File: config.mk
export PLATFORM = sky130hd
export DESIGN_NAME = rs_syndrome_calc
export DESIGN_NICKNAME = d
export VERILOG_FILES = /design/src/rtl/rs_syndrome_calc.sv
export SDC_FILE = /design/constraint.sdc
export NUM_CORES = 1
export LEC_CHECK = 0
export BUFFER_PORTS_ARGS = -buffer_cell sky130_fd_sc_hd__buf_4
export CAP_MARGIN = 20
export CORE_MARGIN = 2
export CORE_UTILIZATION = 35
export DETAILED_ROUTE_END_ITERATION = 8
export MAX_ROUTING_LAYER = met4
export PLACE_DENSITY = 0.5
export SETUP_SLACK_MARGIN = 0.05
export SYNTH_ARGS = -nofsm -noshare
export SYNTH_HDL_FRONTEND = slang
export SYNTH_SLANG_ARGS = --single-unit
File: constraint.sdc
create_clock -name clk -period 3.65 [get_ports clk]
set_input_delay 0.365 -clock clk [delete_from_list [all_inputs] [get_ports clk]]
set_output_delay 0.365 -clock clk [all_outputs]
set_load 0.02 [all_outputs]
File: src/rtl/rs_syndrome_calc.sv
// Reed-Solomon syndrome calculator.
// Evaluates a received codeword, highest-degree symbol first, at alpha^1..alpha^NSYM
// with one Horner accumulator per syndrome. The completed syndrome set is held on a
// valid/ready output until the downstream key-equation solver takes it.
module rs_syndrome_calc #(
    parameter int unsigned N         = 255,
    parameter int unsigned NSYM      = 16,
    parameter logic [8:0]  PRIM_POLY = 9'h11D
) (
    input  logic              clk,
    input  logic              rst,
    input  logic              s_valid,
    output logic              s_ready,
    input  logic [7:0]        s_data,
    input  logic              s_last,
    output logic              synd_valid,
    input  logic              synd_ready,
    output logic [8*NSYM-1:0] synd_data,
    output logic              synd_nonzero,
    output logic              len_err
);

    localparam int unsigned CNT_W = $clog2(N + 1);

    typedef enum logic [0:0] {
        StAcc,
        StHold
    } state_e;

    // Multiply by alpha (x) modulo the field polynomial.
    function automatic logic [7:0] gf_xtime(input logic [7:0] a);
        gf_xtime = {a[6:0], 1'b0} ^ ({8{a[7]}} & PRIM_POLY[7:0]);
    endfunction

    // Shift-and-add GF(2^8) product; with a constant b it reduces to a fixed XOR network.
    function automatic logic [7:0] gf_const_mul(input logic [7:0] a, input logic [7:0] b);
        logic [7:0] prod;
        logic [7:0] term;
        prod = 8'h00;
        term = a;
        for (int i = 0; i < 8; i++) begin
            if (b[i]) begin
                prod = prod ^ term;
            end
            term = gf_xtime(term);
        end
        gf_const_mul = prod;
    endfunction

    // alpha^e, evaluated at elaboration to produce each accumulator's root constant.
    function automatic logic [7:0] gf_alpha_pow(input int unsigned e);
        logic [7:0] p;
        p = 8'h01;
        for (int unsigned i = 0; i < e; i++) begin
            p = gf_xtime(p);
        end
        gf_alpha_pow = p;
    endfunction

    state_e              state_q;
    logic [CNT_W-1:0]    cnt_q;
    logic [7:0]          acc_q [NSYM];
    logic [7:0]          acc_d [NSYM];
    logic [8*NSYM-1:0]   acc_d_flat;

    logic                accept;
    logic                first_sym;
    logic                at_max_len;
    logic                close;

    assign s_ready    = (state_q == StAcc);
    assign accept     = s_valid & s_ready;
    assign first_sym  = (cnt_q == '0);
    assign at_max_len = (cnt_q == CNT_W'(N - 1));
    // A frame closes on s_last, or is forced closed when it reaches N symbols.
    assign close      = accept & (s_last | at_max_len);

    // Horner step per syndrome: S_j <- S_j * alpha^j + r. The first symbol seeds S_j
    // directly so no explicit clear is needed between frames.
    for (genvar j = 0; j < NSYM; j++) begin : g_synd
        localparam logic [7:0] Root = gf_alpha_pow(j + 1);
        assign acc_d[j] = first_sym ? s_data : (gf_const_mul(acc_q[j], Root) ^ s_data);
        assign acc_d_flat[8*j +: 8] = acc_d[j];
    end

    // Control FSM, accumulators, counter and registered output set.
    always_ff @(posedge clk) begin
        if (rst) begin
            state_q      <= StAcc;
            cnt_q        <= '0;
            synd_data    <= '0;
            synd_valid   <= 1'b0;
            synd_nonzero <= 1'b0;
            len_err      <= 1'b0;
            for (int i = 0; i < NSYM; i++) begin
                acc_q[i] <= 8'h00;
            end
        end else begin
            unique case (state_q)
                StAcc: begin
                    if (accept) begin
                        for (int i = 0; i < NSYM; i++) begin
                            acc_q[i] <= acc_d[i];
                        end
                        if (close) begin
                            cnt_q        <= '0;
                            synd_data    <= acc_d_flat;
                            synd_nonzero <= |acc_d_flat;
                            len_err      <= ~s_last;
                            synd_valid   <= 1'b1;
                            state_q      <= StHold;
                        end else begin
                            cnt_q <= cnt_q + CNT_W'(1);
                        end
                    end
                end
                StHold: begin
                    if (synd_ready) begin
                        synd_valid <= 1'b0;
                        state_q    <= StAcc;
                        for (int i = 0; i < NSYM; i++) begin
                            acc_q[i] <= 8'h00;
                        end
                    end
                end
                default: begin
                    state_q <= StAcc;
                end
            endcase
        end
    end

endmodule

[Word-level counts from Yosys, hierarchy flattened]
Memories as Yosys holds them, arrays and structs flattened.
Cells that the tools add are included.
Storage, ports and cells
  register bits: 140
  RAM bits: 128
  output and inout bits: 132
  word-level logic and storage cells: 241
  memories: 1
Memories
  acc_q: depth 16, bits a word 8, rd ports 16, clocked after memory_dff 0, wr ports 16, RTL line 62  | logic [7:0] acc_q [NSYM];
Cells by class
  add/sub/neg operators: 1
  equality and inequality tests: 4
  muxes and demuxes: 67
  bitwise logic cells: 157
  reductions and logical operators: 5
Operators by type and width (number)
  $xor 8x5->8: 79
  $mux 8: 49
  $xor 8x8->8: 41
  $reduce_or 128->1: 1
  $or 1x1->1: 33
  $mux 1: 16
  $add 8x1->8 const B: 1
  $eq 8x8->1 const B: 1
  $logic_not 8->1: 1
  $reduce_and 3->1: 2
  $ne 2x1->1 const B: 2
  $pmux 1 s2: 2
  $and 1x1->1: 2
  $ne 2x2->1 const B: 1
  $not 1->1: 2
  $reduce_and 2->1: 1

[Longest topological paths before layout]
An unclocked memory read counts as a cell.
  depth in word-level cells: 13
  depth in mapped cells: 13
  mapped depth without buffers: 10

[Worst setup path before layout]
No wires, ideal clock.
  kind: input to register
  start point: input port rst
  end point: memory acc_q[1][2] (netlist: acc_q[0][10]), enable pin
  setup time: 0.637 ns
  arrival time: 2.024 ns
  path slack: 0.989 ns
  stages: 4
  path buffers: 2
  path through: clkbuf_1 -> a21oi_1 -> clkbuf_1 -> nand2_1
RTL lines
  start: declaration: RTL line 11  | input logic rst,
  end: declaration: RTL line 62

[Final worst setup path]
  start point: register cnt_q[0]
  end point: register synd_nonzero
Between the ends
  cells in the longest elaborated chain, start to end: 4
  elaborated cells on any way between the ends: 22
  classes of those cells: eq/ne (1); mux (16); bitwise (2); reduce/logical (3)
Ends and longest elaborated chain
  start: declaration: RTL line 61  | logic [CNT_W-1:0] cnt_q;
  start signal: assignment: RTL line 113  | cnt_q <= cnt_q + CNT_W'(1);
  branches (longest 4 deep; another with $reduce_or 128->1)
  end signal: assignment: RTL line 108  | synd_nonzero <= |acc_d_flat;
  end: declaration: RTL line 19  | output logic synd_nonzero,
Several ways; the timed one is not identified.
A chain may end at the register's enable or synchronous reset.

==> qor.yml <==
viasPerCell: 5.22
drive_gt1_share_pct: 15.4
dpl.hpwl_um: 35200
ys_warn_count: 0
endpoint_kind: "flop"
slowest_stage: "and2_4"
routedWlPerCell_um: 21.1
hold_class: "primary input to flop"
synth.distinct_cells: 72
drt_pass1_iterations: 5
regArea_um2: 6010
start_util_pct: 35.5
critical_path.cell_chain: "inv_1, ha_1, nor4b_4, and2_4, buf_4, a21oi_1, o311ai_1, o2111ai_1, nor4_1, and4_1, a211oi_2"
die_h_um: 213
antenna_left: 0
clkPwrFrac_pct: 39.1
globalRouteOverflowTotal: 0
placed_cell_area_um2: 16900
io_buffers: 144
drv_slew: 0
cts_made_buffers: 34
antenna_cells: 0
via_count: 12353
layout.cells.non_filler: 2368
htreeDepth: 2
vdd_ir_drop_max_v: 0.000327
synth_edf_count: 64
clock_skew_ps: 17.4
post-route-util_pct: 42.4
insertion_delay_ps: 540
worst-endpoint-required_ps: 4060
ys.flop_type: "dfxtp_1"
internal_power_w: 0.00692
p_switching_w: 0.00318
final_area_um2: 18300
rsz0062_at_grt: "false"
synthToLayoutAreaGrowth_pct: 19.4
dp.cells: 2306
hold_start: "s_last"
path_clk_slew_ps: 60
antenna_found_initial: 0
cts_sinks: 268
drc_errors: 0
layout_setup_ws_ps: 326
synthTopCellsByCount: "nor2_1, xnor2_1, dfxtp_1"
cts_root_buffer: "clkbuf_16"
power_frac_comb_pct: 25.7
fin_tns_setup_ps: 0
core-area_um2: 43100
multi_input_area_um2: 8670
path_max_fanout: 47
synth_top_area_share_pct: 26.7
syn_area_um2: 15300
report.final.setup_viol: 0
clock.fmax_ghz: 0.301
drt_iter0_drc: 836
worst_pin_slew_ps: 819
crit_path_start_kind: "flop"
syn_nets: 1686
postCtsHoldBufs: 0
cts_tree: "built"
grt_pass1_wl_um: 75800
timing.slew.headroom_pct: 45.4
routed_wl_um: 50000
ioPinCount: 145
period_needed_ps: 3320
cts_setup_buffers: 0
dieArea_um2: 45300
synth_most_common_cell: "nor2_1"
die_w_um: 213
fin_crit_sh_pct: 91.1
drv_cap: 0
path_class: "flop to flop"
routabilityCongestion: 0.847
syn_area_per_cell_um2: 9.15
rows: 76
reg2reg_from: "cnt_q[0]"
clock_path_buffers: 3
synthTopCellsByArea: "dfxtp_1, edfxtp_1, xnor2_1"
cts_resized: 0
power_frac_seq_pct: 35.2
status: "finished, final reports clean"
synth-seq-cells: 268
p_leak_nw: 6.83
grt_usage_pct: 22.9
num-fill-cells: 4266
grt_start_max_net_pins: 143
yosysTopAreaCell: "dfxtp_1"
synth-async-reset-ratio_pct: 0
power.density_nw_per_um2: 553
nets: 1773
synthCells: 1670
grt_pass1_vias: 12184
pre_cts_ws_ps: 359
slowest_delay_ps: 620
crit_path_start: "cnt_q[0]"
seq_area_frac_synth_pct: 39.3
hold_violations: 0
arrival_ps: 3730
switching_share_pct: 31.5
[power groups by stage]
stage / Combinational, W / Clock (W) / Sequential, W
final: 0.00260 / 0.00395 / 0.00355
after global placement: 0.00258 / 0 / 0.00361
after floorplan: 0.00171 / 0 / 0.00365
after detailed placement: 0.00258 / 0 / 0.00361
after CTS: 0.00260 / 0.00403 / 0.00355
after global routing: 0.00281 / 0.00416 / 0.00359
[cells by family after synthesis]
group | after synthesis | synth area share (%)
simple gates | 511 | 15.0
mux | 5 | 0.336
fa+ha+maj | 3 | 0.246
xor+xnor | 370 | 25.3
flops | 268 | 39.3
buf+inv | 150 | 4.15
compound gates | 363 | 15.7
[critical path, delay by kind of cell (launching register included)]
| family | cells | cell delay [ps] |
|---|---|---|
| buffers and inverters | 2 | 380 |
| and+or+nand+nor | 4 | 1710 |
| adders and majority gates | 1 | 160 |
| AOI/OAI and AO/OA | 4 | 550 |
| DFF | 1 | 340 |
[per-stage QoR]
step	hold slack [ps]	power [W]
3_3_place_gp	454	0.00619
4_1_cts	19.2	0.0102
6_report	38.1	0.0101
2_1_floorplan	461	0.00536
3_5_place_dp	463	0.00620
5_1_grt	25.3	0.0106
[sequential cells by signal, summed over array words and instances (netlist names)]
signal,flops
acc_q,128
synd_data,128
cnt_q,8
len_err,1
state_q,1
synd_nonzero,1
synd_valid,1
[layout make-up]
| type | count | share of cell area (%) |
|---|---|---|
| Clock inverter | 22 | 1.92 |
| Clock buffer | 40 | 5.30 |
| Tap cell | 585 | 4.01 |
| Inverter | 8 | 0.165 |
| Sequential cell | 268 | 32.9 |
| Timing Repair Buffer | 193 | 8.21 |
| Multi-Input combinational cell | 1252 | 47.5 |
[worst paths after layout]
kind / end / slack, ps / cells after the start
max: synd_nonzero / 330 / 11
min: len_err / 40 / 2
max reg2reg: synd_nonzero / 330 / 11
min reg2reg: synd_valid / 470 / 2
[placed cells by master (no fill, tap or decap), types with 5 or more instances in the layout]
| cell type | n |
|---|---|
| buf_4 | 189 |
| a31oi_1 | 9 |
| nor3_1 | 23 |
| dfxtp_1 | 204 |
| nor4b_1 | 5 |
| edfxtp_1 | 64 |
| nor2b_1 | 8 |
| o32ai_1 | 13 |
| bufinv_16 | 9 |
| o21a_1 | 9 |
| inv_1 | 7 |
| nand3_1 | 10 |
| nand2_1 | 82 |
| a32oi_1 | 5 |
| nor2_1 | 300 |
| a211oi_1 | 146 |
| nand4b_1 | 6 |
| a21oi_1 | 82 |
| nand2b_1 | 16 |
| xor3_1 | 5 |
| xnor3_1 | 36 |
| nand4_1 | 17 |
| nor4_1 | 6 |
| o2111ai_1 | 6 |
| o21ai_0 | 64 |
| clkbuf_16 | 37 |
| clkinv_2 | 5 |
| or3_1 | 5 |
| xor2_1 | 114 |
| xnor2_1 | 210 |
[metal layers]
layer	vias up	GRT usage (%)	share of wire, %
li1	5990	-	-
met1	5925	30.9	46
met2	358	34.3	45
met3	80	4.52	5.8
met4	0	7.57	3.1
met5	-	-	0
(Power assumes the default switching activity.)
